<file path="src/rtl/arith_unit_mc_if.sv">
// Request/response bundle for arith_unit_mc: operand request handshake in, result handshake out.
interface arith_unit_mc_if #(parameter int WIDTH = 32);
  logic             in_valid;
  logic             in_ready;
  logic [WIDTH-1:0] a;
  logic [WIDTH-1:0] b;
  logic [1:0]       sel;
  logic             out_valid;
  logic             out_ready;
  logic [WIDTH-1:0] r;
  logic             dz;

  modport master (output in_valid, a, b, sel, out_ready,
                  input  in_ready, out_valid, r, dz);
  modport slave  (input  in_valid, a, b, sel, out_ready,
                  output in_ready, out_valid, r, dz);
endinterface

</file>
<file path="src/rtl/arith_unit_mc.sv">
// Multi-cycle signed ADD/SUB/MUL/DIV unit, one op in flight, registered handshake outputs.
// Define ARITH_UNIT_MC_DIV_EN to build the restoring divider; otherwise sel=3 returns r=0, dz=1.
module arith_unit_mc #(
  parameter int WIDTH = 32
) (
  input logic             clk,
  input logic             rst,
  arith_unit_mc_if.slave  bus
);
  typedef enum logic [1:0] {IDLE, EXEC, DIV, DONE} state_t;

  localparam logic [1:0] OP_ADD = 2'd0;
  localparam logic [1:0] OP_SUB = 2'd1;
  localparam logic [1:0] OP_MUL = 2'd2;

  state_t           state;
  logic [WIDTH-1:0] op_a, op_b;
  logic [1:0]       op_sel;
  logic [WIDTH-1:0] exec_r;
  logic             exec_dz;
  logic             accept;

  assign accept = bus.in_valid && bus.in_ready;

  // Single-cycle ops evaluated from the captured operands while in EXEC.
  always_comb begin
    exec_r  = '0;
    exec_dz = 1'b0;
    case (op_sel)
      OP_ADD:  exec_r = op_a + op_b;
      OP_SUB:  exec_r = op_a - op_b;
      OP_MUL:  exec_r = op_a * op_b;  // low half of signed product == low half of unsigned
      default: begin
`ifdef ARITH_UNIT_MC_DIV_EN
        exec_r  = '1;                 // only reached for divide by zero
`else
        exec_r  = '0;
`endif
        exec_dz = 1'b1;
      end
    endcase
  end

`ifdef ARITH_UNIT_MC_DIV_EN
  localparam int CW = $clog2(WIDTH + 1);

  logic [WIDTH-1:0] rem, quo, dvs;
  logic             neg;
  logic [CW-1:0]    cnt;
  logic [WIDTH:0]   rem_sh, diff;
  logic             ge;
  logic             go_div;

  // Restoring step: quo shifts its MSB into rem and collects one quotient bit at the bottom.
  assign rem_sh = {rem, quo[WIDTH-1]};
  assign diff   = rem_sh - {1'b0, dvs};
  assign ge     = ~diff[WIDTH];
  assign go_div = (bus.sel == 2'd3) && (bus.b != '0);
`endif

  always_ff @(posedge clk) begin
    if (rst) begin
      state         <= IDLE;
      bus.in_ready  <= 1'b1;
      bus.out_valid <= 1'b0;
      bus.r         <= '0;
      bus.dz        <= 1'b0;
      op_a          <= '0;
      op_b          <= '0;
      op_sel        <= '0;
`ifdef ARITH_UNIT_MC_DIV_EN
      rem           <= '0;
      quo           <= '0;
      dvs           <= '0;
      neg           <= 1'b0;
      cnt           <= '0;
`endif
    end else begin
      case (state)
        IDLE: if (accept) begin
          bus.in_ready <= 1'b0;
          op_a         <= bus.a;
          op_b         <= bus.b;
          op_sel       <= bus.sel;
          state        <= EXEC;
`ifdef ARITH_UNIT_MC_DIV_EN
          // Magnitudes as unsigned; most-negative maps onto itself, which is its true magnitude.
          quo <= bus.a[WIDTH-1] ? -bus.a : bus.a;
          dvs <= bus.b[WIDTH-1] ? -bus.b : bus.b;
          neg <= bus.a[WIDTH-1] ^ bus.b[WIDTH-1];
          rem <= '0;
          cnt <= '0;
          if (go_div) state <= DIV;
`endif
        end
        EXEC: begin
          bus.r         <= exec_r;
          bus.dz        <= exec_dz;
          bus.out_valid <= 1'b1;
          state         <= DONE;
        end
`ifdef ARITH_UNIT_MC_DIV_EN
        DIV: begin
          // WIDTH quotient-bit steps, then one sign-fixup cycle into DONE.
          if (cnt == CW'(WIDTH)) begin
            bus.r         <= neg ? -quo : quo;
            bus.dz        <= 1'b0;
            bus.out_valid <= 1'b1;
            state         <= DONE;
          end else begin
            rem <= ge ? diff[WIDTH-1:0] : rem_sh[WIDTH-1:0];
            quo <= {quo[WIDTH-2:0], ge};
            cnt <= cnt + 1'b1;
          end
        end
`endif
        DONE: if (bus.out_ready) begin
          bus.out_valid <= 1'b0;
          bus.in_ready  <= 1'b1;
          state         <= IDLE;
        end
        default: state <= IDLE;
      endcase
    end
  end

  initial assert (WIDTH >= 4);
endmodule

</file>
<file path="src/flat_wrapper.sv">
// flat-port wrapper written by rule: the top's interface ports become plain ports
module arith_unit_mc_flat 
#(
  parameter int WIDTH = 32
)
  (clk, rst, bus_in_valid, bus_a, bus_b, bus_sel, bus_out_ready, bus_in_ready, bus_out_valid, bus_r, bus_dz);
  arith_unit_mc_if #(.WIDTH(WIDTH)) bus_i ();
  input logic clk;
  input logic rst;
  input wire logic [$bits(bus_i.in_valid)-1:0] bus_in_valid;
  input wire logic [$bits(bus_i.a)-1:0] bus_a;
  input wire logic [$bits(bus_i.b)-1:0] bus_b;
  input wire logic [$bits(bus_i.sel)-1:0] bus_sel;
  input wire logic [$bits(bus_i.out_ready)-1:0] bus_out_ready;
  output wire logic [$bits(bus_i.in_ready)-1:0] bus_in_ready;
  output wire logic [$bits(bus_i.out_valid)-1:0] bus_out_valid;
  output wire logic [$bits(bus_i.r)-1:0] bus_r;
  output wire logic [$bits(bus_i.dz)-1:0] bus_dz;
  assign bus_i.in_valid = bus_in_valid;
  assign bus_i.a = bus_a;
  assign bus_i.b = bus_b;
  assign bus_i.sel = bus_sel;
  assign bus_i.out_ready = bus_out_ready;
  assign bus_in_ready = bus_i.in_ready;
  assign bus_out_valid = bus_i.out_valid;
  assign bus_r = bus_i.r;
  assign bus_dz = bus_i.dz;
  arith_unit_mc #(.WIDTH(WIDTH)) u_core (.clk(clk), .rst(rst), .bus(bus_i));
endmodule
</file>
<file path="config.mk">
export PLATFORM = sky130hd
export DESIGN_NAME = arith_unit_mc_flat
export DESIGN_NICKNAME = d
export VERILOG_FILES = /design/src/rtl/arith_unit_mc_if.sv /design/src/rtl/arith_unit_mc.sv /design/src/flat_wrapper.sv
export SDC_FILE = /design/constraint.sdc
export NUM_CORES = 1
export LEC_CHECK = 0
export CORE_MARGIN = 2
export CORE_UTILIZATION = 25
export CTS_CLUSTER_SIZE = 25
export DETAILED_ROUTE_END_ITERATION = 8
export HOLD_SLACK_MARGIN = 0.02
export SLEW_MARGIN = 20
export SYNTH_ARGS = -nofsm -noshare
export SYNTH_HDL_FRONTEND = slang
export SYNTH_SLANG_ARGS = --single-unit
</file>
<file path="constraint.sdc">
create_clock -name clk -period 8.1 [get_ports clk]
set_input_delay 1.215 -clock clk [delete_from_list [all_inputs] [get_ports clk]]
set_output_delay 1.215 -clock clk [all_outputs]
set_load 0.02 [all_outputs]
</file>
Yosys cells after proc, flatten, opt, wreduce, memory -nomap -nowiden
Cells that the tools add are included.
{ "word_totals": {"reg_bits": 103, "inputBits": 70, "out_inout_bits": 35, "wordCells": 37} }
{ "classes": {"addsub": 2, "mul": 1, "n_eq_ne": 6, "mux": 10, "n_reduce_logical": 10} }
{ "op_table": {"columns": ["operator", "n"], "rows": [
  ["$pmux W32 S3", 1],
  ["$add A32 B32 Y32", 1],
  ["$mul A32 B32 Y32", 1],
  ["$sub A32 B32 Y32", 1],
  ["$pmux W2 S3", 1],
  ["$reduce_and A2 Y1", 3],
  ["$eq A2 B1 Y1 const B", 2],
  ["$eq A2 B2 Y1 const B", 2],
  ["$logic_not A2 Y1", 2],
  ["$mux W1", 4],
  ["$mux W2", 2],
  ["$pmux W1 S2", 2],
  ["$reduce_bool A2 Y1", 2],
  ["$reduce_and A3 Y1", 1],
  ["$reduce_or A3 Y1", 1],
  ["$ne A2 B1 Y1 const B", 1],
  ["$ne A2 B2 Y1 const B", 1],
  ["$logic_and A1 B1 Y1", 1]
]} }

Depth between registers and ports, before layout
Gate-level depths: netlist of run 1.
{ "depth": {"depth_word": 3, "mapped_depth": 28, "mapped_depth_nobuf": 26} }

Least setup slack after synthesis of run 1
Ideal clock, no wire load.
{ "synth_timing": {"path_type": "register to register", "from": "register u_core.op_b[5]", "to": "register u_core.bus.r[30]", "setup_time_ns": 0.074, "arrival_ns": 7.022, "required_ns": 8.026, "path_slack_ns": 1.003, "path_stages_with_launch": 27, "n_path_buf": 2, "synth_period_minus_slack_ns": 7.097, "path_cell_list": "dfxtp_1 -> clkbuf_1 -> clkbuf_1 -> and2_1 -> fa_1 -> fa_1 -> fa_1 -> inv_1 -> fa_1 -> inv_1 -> fa_1 -> inv_1 -> fa_1 -> inv_1 -> fa_1 -> fa_1 -> ha_1 -> a211oi_1 -> nor2_1 -> o31ai_1 -> nand2_1 -> a21oi_1 -> o31ai_1 -> a221oi_1 -> xnor2_1 -> a22oi_1 -> a31oi_1"} }
{ "synth_via": {"elab_chain_len": 2, "word_cells_on_any_way": 4, "classes_between": "2 x add/sub; 1 x mul; 1 x mux"} }
{ "synth_lines": {"columns": ["item", "line_no", "source"], "rows": [
  ["from (decl)", "arith_unit_mc.sv:17", "logic [WIDTH-1:0] op_a, op_b;"],
  ["from (signal assigned)", "arith_unit_mc.sv:83", "op_b <= bus.b;"],
  ["$mul A32 B32 Y32 (tied with other cells)", "arith_unit_mc.sv:32", "OP_MUL: exec_r = op_a * op_b;"],
  ["$pmux W32 S3 *", "arith_unit_mc.sv:29", "case (op_sel)"],
  ["to (signal assigned)", "arith_unit_mc.sv:97", "bus.r <= exec_r;"],
  ["to (decl)", "arith_unit_mc_if.sv:16", "output in_ready, out_valid, r, dz);"]
]} }
Every way passes the cells marked *; elsewhere a longest branch is shown, timed or not.
A chain may end at the register's enable or synchronous reset.

Final worst setup path of run 1
{ "layout_timing": {"from": "register u_core.op_a[10]", "to": "register u_core.bus.r[30]"} }
{ "layout_via": {"elab_chain_len": 2, "word_cells_on_any_way": 4, "classes_between": "2 x add/sub; 1 x mul; 1 x mux"} }
{ "layout_lines": {"columns": ["item", "line_no", "source"], "rows": [
  ["from (decl)", "arith_unit_mc.sv:17", null],
  ["from (signal assigned)", "arith_unit_mc.sv:82", "op_a <= bus.a;"],
  ["$mul A32 B32 Y32 (tied with other cells)", "arith_unit_mc.sv:32", null],
  ["$pmux W32 S3 *", "arith_unit_mc.sv:29", null]
]} }
Marked as above.

==> qor.csv, run 1 <==
metric,value,unit
tightest_slew,1070,ps
cpMaxStageDelayCell,dfxtp_1,
combPwrFrac,53.5,%
core_area,86300,µm²
finalWorstSetupSlack,538,ps
max-slew-margin-rel,28.6,%
crit_arrival,7890,ps
synth-seq-cells,103,
post_cts_resized,0,
cts_made_buffers,9,
synthTopCellsByArea,"fa_1 38%, dfxtp_1 9.5%, ha_1 9.0%",
place_ws,604,ps
clock.fmax,0.132,GHz
root_buffer,clkbuf_16,
path_delay_family,adder cells,
syn_area_per_cell,8.61,µm²
wl,68900,µm
status,completed,
ys_warn_count,0,
setup-violations-final,0,
die_w,299,µm
start_util,25.1,%
grt_antenna_before_repair,2,
rsz0062_at_grt,no,
ys_seq_area_share,9.50,%
cap_viol_max_count,0,
rows,108,
synthCells,2520,
p_seq_share,26.2,%
synth_nets,3155,
critical_path_required,8430,ps
area_growth_syn_to_layout,12.8,%
io_pins,105,
grt.overflow.total,0,
num-nets-final,3187,
cts_setup_buffers,0,
first_global_vias,18000,
clkLatencyLatePin,400,ps
max_stage_delay,790,ps
numPortBuffers,104,
hold_violations,0,
p_clk_share,20.3,%
switching_power,1.19,mW
p_leak,11.4,nW
fin_tns_setup,0,ps
period_needed,7560,ps
wl_per_cell,18.6,µm
ctsHoldBuffers,0,
drtAntennaViolNets,0,
intPower,1.38,mW
netlist_area,21700,µm²
drt_iter0_markers,1035,
synth_edf_count,0,
place_congestion,0.906,
htreeDepth,3,
synthDistinctLibCells,68,
start_kind,register,
vdd_drop_max,0.000102,V
drv_slew,0,
post-route-util,28.4,%
die_h,299,µm
synthTopCellsByCount,"409 x fa_1, 391 x inv_1, 390 x nand2_1",
gr-usage-all-layers,15.7,%
synth_flop_cell,dfxtp_1,
firstDrtPassIters,6,
switching_share,46.2,%
vias,17100,
powerDensity,105,nW/µm²
grt_max_degree,67,
worstHoldPathType,register to register,
yosysTopAreaCell,fa_1,
finalPower,2.57,mW
cts_sinks,103,
drc,0,
clockBufferDepth,2,
async_reset_ff_share,0,%
synth_top_area_share,37.7,%
drive_gt1_share,3.99,%
worstSetupPathType,register to register,
skew,21.0,ps
yosysMostFrequentCell,fa_1,
dp.final_hpwl,56300,µm
drt-vias-per-instance,4.61,
critPathMostFrequentCell,fa_1,
cp-end-kind,register,
cp.buffers_inverters,5,
critPathMaxFanout,10,
grt_first_pass_wirelength,107000,µm
die_area,89200,µm²
cts.clk_slew.worst_paths,90,ps
cts_tree,done,
layout_worst_path_cycle_share,93.4,%
[cell families after synthesis]
kind of cell	share of synthesized area (%)
simple gates	19.4
fa+ha+maj	46.7
buf+inv	9.45
compound gates	9.38
xor+xnor	5.40
flops	9.50
mux	0.138
[metal layers]
layer  vias up  global-route usage, %  wire, µm
met5         -                      0        10
met3       133                   2.22      4320
met2       577                   26.2     32800
li1       7821                      -         -
met1      8586                   20.4     28900
met4         2                   6.31      2900
[area by class of cell]
cell class	count	area, µm²
fillers	9246	61900
well taps	1155	1450
clock buffers	10	229
clock inverters	6	100
diodes	1	2.50
multi-input cells	1873	17600
repair buffers	173	1570
inverters	392	1470
flip-flops and latches	103	2060
[power by group through the flow]
stage          registers [mW]  logic (mW)  clock network [mW]
6_report                0.674        1.38               0.522
4_1_cts                 0.671        1.37               0.528
3_3_place_gp            0.682        1.36                   0
5_1_grt                 0.680        1.51               0.543
2_1_floorplan           0.633       0.903                   0
3_5_place_dp            0.683        1.36                   0
[state kept, by name, summed over array words and instances (netlist names)]
register,count
u_core.bus.r,32
u_core.op_a,32
u_core.op_b,32
u_core.op_sel,2
u_core.state,2
u_core.bus.dz,1
u_core.bus.in_ready,1
u_core.bus.out_valid,1
[metrics by stage]
| step | hold WS [ps] | area (µm²) | std cells |
|---|---|---|---|
| final | 461 | 24500 | 3713 |
| after global routing | 504 | 24500 | 3712 |
| after CTS | 464 | 24500 | 3712 |
| after detailed placement | 454 | 24200 | 3696 |
| after global placement | 448 | 24200 | 3696 |
| after floorplan | 461 | 21700 | 2520 |
[worst paths after layout]
path / start / slack, ps / cells after the start / endpoint
worst max-delay path: u_core.op_a[10] / 540 / 25 / u_core.bus.r[30]
worst max register to register: u_core.op_a[10] / 540 / 25 / u_core.bus.r[30]
worst min-delay path: u_core.bus.dz / 460 / 2 / u_core.bus.dz
worst min register to register: u_core.bus.dz / 460 / 2 / u_core.bus.dz
[placed cells by master (no fill, tap or decap), types with 9 or more instances in the layout]
cell,n
a211oi_1,11
a21o_1,25
a21oi_1,124
and2_1,311
buf_4,69
clkbuf_16,9
clkdlybuf4s50_1,103
dfxtp_1,103
fa_1,409
ha_1,156
inv_1,391
nand2_1,390
nand2b_1,13
nand3_1,11
nor2_1,64
nor3_1,10
o21a_1,12
o21ai_0,62
o221ai_1,11
o31ai_1,10
xnor2_1,85
xor2_1,47
[worst register-to-register path, stage by stage (launching register included)]
cell      delay (ps)
dfxtp_1          790
and2_1           250
fa_1             430
fa_1             430
fa_1             550
inv_1             50
fa_1             470
inv_1             50
fa_1             500
inv_1             60
fa_1             530
inv_1             50
fa_1             510
fa_1             420
ha_1             380
a211oi_1         260
nor2_1           100
o31ai_1          270
nand2_1          110
a21oi_1          240
o31ai_1          130
buf_4            160
a221oi_1         310
xnor2_1          170
a22oi_1           90
a31oi_1          190
(Power assumes the default switching activity.)
==> run 2: changes to the inputs <==
clock period = 7.33 ns   (was 8.1 ns; I/O delays follow)
==> run 2 against run 1 <==
Design area is 1.9% higher. Combinational power grew 14%. Count of clock-buffer cells in the layout unchanged. Final cell count up 1.4%. Sequential power is 6.4% higher. Sequential cell count unchanged. Non-clock buffer count grew 52. Die area stayed put. First-iteration DRC count shrank 8.7%. Highest routed layer is now met4.
==> qor.csv, run 2 (synthesized netlist as in run 1, its figures left out) <==
metric,value,unit,change
status,completed,,
setup-violations-final,0,,unchanged
cts_sinks,103,,unchanged
final_area,25000,µm²,+1.9%
largestRegisters,"u_core.bus.r x32, u_core.op_a x32, u_core.op_b x32",,
root_buffer,clkbuf_16,,
startpoint,u_core.op_b[10],,
final_cell_mix,"409 x fa_1, 391 x inv_1, 390 x nand2_1",,
cts.clk_slew.worst_paths,90,ps,about the same
period_needed,7070,ps,-492 ps
placed_area,24600,µm²,+1.7%
drc,0,,unchanged
io_pins,105,,unchanged
grt.overflow.total,0,,unchanged
final_common_cell,fa_1,,
die_h,299,µm,unchanged
die_w,299,µm,unchanged
rows,108,,unchanged
skew,20.8,ps,-0.168 ps
powerDensity,114,nW/µm²,+8.3%
gr-usage-all-layers,15.5,%,-0.20 points
first_global_vias,18000,,+0.13%
cap_viol_max_count,0,,unchanged
layout_worst_path_cycle_share,96.5,%,+3.1 points
grt_max_degree,67,,unchanged
place_congestion,0.899,,-0.72%
wl,67100,µm,-2.7%
finalWorstSetupSlack,260,ps,-278 ps
cts_tree,done,,
core_area,86300,µm²,unchanged
num-nets-final,3239,,+1.6%
area_growth_syn_to_layout,15.0,%,
drive_gt1_share,6.55,%,+2.6 points
drv_slew,0,,unchanged
clock.fmax,0.141,GHz,+7.0%
clockBufferDepth,2,,unchanged
cts_made_buffers,9,,unchanged
critPathMaxFanout,24,,+14
p_leak,11.7,nW,+2.5%
drt_iter0_markers,945,,-8.7%
hp-start,u_core.bus.dz,,
die_area,89200,µm²,unchanged
start_util,25.1,%,unchanged
worstHoldPathType,register to register,,
tightest_slew,881,ps,-188 ps
cp-end-kind,register,,
place_ws,140,ps,-464 ps
hold_violations,0,,unchanged
drtAntennaViolNets,0,,unchanged
htreeDepth,3,,unchanged
fin_tns_setup,0,ps,unchanged
wl_per_cell,17.8,µm,-4.1%
start_kind,register,,
vias,17300,,+0.95%
grt_first_pass_wirelength,107000,µm,+0.15%
worstReg2RegStart,u_core.op_b[10],,
rr_worst_depth,25,,unchanged
max-slew-margin-rel,41.3,%,+13 points
worstSetupPathType,register to register,,
rsz0062_at_grt,yes,,
critical_path_required,7650,ps,-780 ps
vdd_drop_max,0.000128,V,+26%
firstDrtPassIters,5,,-1
numPortBuffers,104,,unchanged
grt_antenna_before_repair,2,,unchanged
drt-vias-per-instance,4.59,,-0.44%
crit_arrival,7390,ps,-500 ps
dp.final_hpwl,55000,µm,-2.3%
worstHoldPathCells,2,,unchanged
clkLatencyLatePin,390,ps,about the same
run 2: changes by cell type in the layout (fill, tap and decap cells not counted), sizes merged:
cell    change
buf        +52
clkinv      +1
bufinv      -2
inv         +1
run 2: layout make-up:
cell class | count | area, µm²
Inverter | 392 | 1470
Multi-Input combinational cell | 1873 | 17700
Sequential cell | 103 | 2070
Clock buffer | 10 | 239
Clock inverter | 6 | 70.1
Tap cell | 1155 | 1450
Antenna cell | 1 | 2.50
Timing Repair Buffer | 225 | 2010
Fill cell | 9284 | 61400
run 2: final timing paths:
check | end | slack (ps)
max reg2reg | u_core.bus.r[30] | 260
min reg2reg | u_core.bus.dz | 470
min | u_core.bus.dz | 470
max | u_core.bus.r[30] | 260
run 2: per-layer routing:
layer | vias to the layer above | GRT usage, % | part of all wire, %
met1 | 8707 | 20.2 | 42
li1 | 7909 | - | -
met3 | 119 | 2.37 | 6.3
met4 | 0 | 5.65 | 3.9
met2 | 547 | 25.9 | 48
met5 | - | 0 | 0
run 2: per-stage QoR:
stage / power [mW] / hold WS [ps] / cells / utilization, %
3_5_place_dp: 2.29 / 467 / 3747 / 28.5
5_1_grt: 3.02 / 506 / 3764 / 28.9
4_1_cts: 2.84 / 478 / 3763 / 28.8
3_3_place_gp: 2.28 / 455 / 3747 / 28.5
2_1_floorplan: 1.70 / 461 / 2520 / -
6_report: 2.84 / 475 / 3765 / 28.9
run 2: critical path: stages, from the launching register on:
cell      delay [ps]
dfxtp_1          570
buf_12           250
nand2_1          100
fa_1             390
inv_1             70
fa_1             430
fa_1             520
inv_1             50
fa_1             470
inv_1             50
fa_1             480
fa_1             570
fa_1             430
fa_1             460
ha_1             350
o21ai_0          170
nor2_1            90
o31ai_2          270
nand2_1          120
a21oi_2          160
o31ai_1          100
buf_4            160
a221oi_2         290
xnor2_1          170
a22oi_1           90
a31oi_1          180
run 2: where the power goes:
group	switching, mW	total [mW]	leakage [nW]	internal (mW)
clock	0.287	0.540	0.152	0.253
sequential	0.0994	0.717	0.846	0.617
combinational	0.947	1.58	10.7	0.635
total	1.33	2.84	11.7	1.51
run 2: timing repair:
item                       4_1_cts  5_1_grt
hold buffers                     0        0
hold endpoints to repair         0        0
gates resized for setup          0       21
setup endpoints to repair        0       12
buffers inserted                 0        1
==> patch, RTL diff (flow settings as in run 1) <==
`WIDTH` is set to 32 in 3 places; all go to 36.
--- a/src/rtl/arith_unit_mc_if.sv
+++ b/src/rtl/arith_unit_mc_if.sv
@@ -1,5 +1,5 @@
 // Request/response bundle for arith_unit_mc: operand request handshake in, result handshake out.
-interface arith_unit_mc_if #(parameter int WIDTH = 32);
+interface arith_unit_mc_if #(parameter int WIDTH = 36);
   logic             in_valid;
   logic             in_ready;
   logic [WIDTH-1:0] a;
--- a/src/rtl/arith_unit_mc.sv
+++ b/src/rtl/arith_unit_mc.sv
@@ -1,7 +1,7 @@
 // Multi-cycle signed ADD/SUB/MUL/DIV unit, one op in flight, registered handshake outputs.
 // Define ARITH_UNIT_MC_DIV_EN to build the restoring divider; otherwise sel=3 returns r=0, dz=1.
 module arith_unit_mc #(
-  parameter int WIDTH = 32
+  parameter int WIDTH = 36
 ) (
   input logic             clk,
   input logic             rst,
--- a/src/flat_wrapper.sv
+++ b/src/flat_wrapper.sv
@@ -1,7 +1,7 @@
 // flat-port wrapper written by rule: the top's interface ports become plain ports
 module arith_unit_mc_flat 
 #(
-  parameter int WIDTH = 32
+  parameter int WIDTH = 36
 )
   (clk, rst, bus_in_valid, bus_a, bus_b, bus_sel, bus_out_ready, bus_in_ready, bus_out_valid, bus_r, bus_dz);
   arith_unit_mc_if #(.WIDTH(WIDTH)) bus_i ();
Ports: changed (resized bus_a, bus_b and bus_r); port bits go from 105 to 117. No check against the original RTL was run, so the function may have changed too.
==> patch against run 1 <==
- combinational power is 26% higher
- setup slack worse by 0.18 ns
- critical path depth is 1 higher
- total power is 28% higher
- design area is 26% higher
- sequential cell count is 12 higher
- routed wire length is 27% higher
- area after synthesis is 25% higher
- largest cell class unchanged
==> patch: results <==
metrics = {
    "status": {
        "outcome": "completed",
    },
    "detailed_routing": {
        "wl_per_cell_um": 18.82,
        "drtIter0Drc": 1487,
        "route.vias.total": 21500,
        "drc": 0,
        "firstDrtPassIters": 6,
    },
    "finish": {
        "fillerInstances": 11570,
        "drive_above_1_share_pct": 5.684,
        "final_nets": 4034,
        "top_regs": "u_core.bus.r: 36 flops, u_core.op_a: 36 flops, u_core.op_b: 36 flops",
    },
    "worst_setup_path": {
        "r2r_slack_ns": 0.36,
        "cp_max_fo": 10,
        "path_delay_family": "adder cells",
        "crit_slowest_cell": "dfxtp_1",
        "worst_ep_arrival_time_ns": 8.07,
        "slowest_delay_ns": 0.75,
    },
    "logic_synthesis": {
        "synthTopCellsByCount": "630 x inv_1, 535 x fa_1, 497 x nand2_1",
        "yosysSeqAreaShare_pct": 8.517,
        "synth-warning-count": 0,
        "synth_area_leaders": "fa_1 40%, inv_1 8.7%, dfxtp_1 8.5%",
        "async_flop_share_pct": 0,
        "synth_top_flop_cell": "dfxtp_1",
        "ys_types": 71,
    },
    "place": {
        "place_congestion": 0.9327,
        "port_buffers": 116,
        "pre_cts_ws_ns": 0.3331,
        "hpwl_um": 71680,
    },
    "sta": {
        "clock_skew_ns": 0.01608,
        "tightest_slew_ns": 1.040,
        "clock.fmax_ghz": 0.1292,
        "slew_violations": 0,
    },
    "clock_network": {
        "post_cts_buffers": 0,
        "insertion_delay_ns": 0.45,
        "cts.path.max_buffers": 2,
        "cts_root_buf": "clkbuf_16",
        "cts-buffers-inserted": 17,
        "cts.clk_slew.worst_paths_ns": 0.07,
        "ctsResizeCount": 0,
        "cts_max_level": 4,
    },
    "global_routing": {
        "grt_max_degree": 75,
        "grt_use_total_pct": 16.08,
        "grt_pass1_vias": 22960,
        "grt_pass1_wl_um": 136700,
        "antenna_found_initial": 2,
    },
    "power_and_ir_drop": {
        "peakVddDrop_mv": 0.1137,
        "leakagePower_nw": 14.17,
    },
    "hold_path": {
        "hold_path_class": "reg2reg",
    },
}
-- patch: cell types whose count changed in the layout (fill, tap and decap cells not counted), sizes merged, moves of 17 or more --
| cell | before | now |
|---|---|---|
| a21oi | 125 | 156 |
| and2 | 311 | 355 |
| buf | 70 | 118 |
| fa | 409 | 535 |
| ha | 156 | 179 |
| inv | 394 | 635 |
| nand2 | 391 | 497 |
| xnor2 | 86 | 103 |
-- patch: cells by family after synthesis --
group | count (synthesis) | synth area share [%]
buf+inv | 824 | 11.55
simple gates | 1009 | 18.45
compound gates | 365 | 8.475
mux | 3 | 0.1111
fa+ha+maj | 714 | 47.91
xor+xnor | 154 | 4.990
flops | 115 | 8.517
-- patch: report_power, final --
| group | internal [mW] | switching (mW) | total (mW) |
|---|---|---|---|
| clock | 0.452 | 0.339 | 0.791 |
| combinational | 0.678 | 1.06 | 1.74 |
| sequential | 0.624 | 0.126 | 0.750 |
-- patch: path summary, 6_finish.rpt --
check / from / endpoint / cells past startpoint
min: u_core.bus.r[14]$_SDFFE_PP0P_ / u_core.bus.r[14]$_SDFFE_PP0P_ / 2
max reg2reg: u_core.op_a[11]$_SDFFE_PP0P_ / u_core.bus.r[35]$_SDFFE_PP0P_ / 26
min reg2reg: u_core.bus.r[14]$_SDFFE_PP0P_ / u_core.bus.r[14]$_SDFFE_PP0P_ / 2
max: u_core.op_a[11]$_SDFFE_PP0P_ / u_core.bus.r[35]$_SDFFE_PP0P_ / 26
-- patch: tightest hold or removal path: cells and delay by family (launching register included) --
family,cells,cell delay (ns)
AO/OA/AOI/OAI,1,0.06
flip-flops,1,0.31
AND/OR/NAND/NOR,1,0.06
-- patch: layer usage --
layer  vias up  GRT usage [%]  part of all wire, %
met4         0          5.391                  3.6
met2       806          26.66                   46
li1       9681              -                    -
met3       126          2.997                  7.5
met1     10890          21.00                   42
met5         -              0                    0
-- patch: stage by stage --
stage | cell area, um2 | util (%) | hold WS (ns) | std cells
4_1_cts | 30790 | 28.72 | 0.4699 | 4658
3_3_place_gp | 30210 | 28.18 | 0.4527 | 4626
5_1_grt | 30800 | 28.73 | 0.5009 | 4658
2_1_floorplan | 27030 | - | 0.4620 | 3184
3_5_place_dp | 30210 | 28.18 | 0.4597 | 4626
6_report | 30810 | 28.74 | 0.4727 | 4660
-- patch: final cells by class --
cell class / instances / area (um2) / area share [%]
Multi-Input combinational cell: 2245 / 21620 / 70.18
Inverter: 630 / 2365 / 7.676
Sequential cell: 115 / 2310 / 7.498
Timing Repair Buffer: 233 / 2162 / 7.018
Tap cell: 1403 / 1755 / 5.698
Clock buffer: 20 / 466.7 / 1.515
Clock inverter: 12 / 121.4 / 0.3940
Antenna cell: 2 / 5.005 / 0.01625
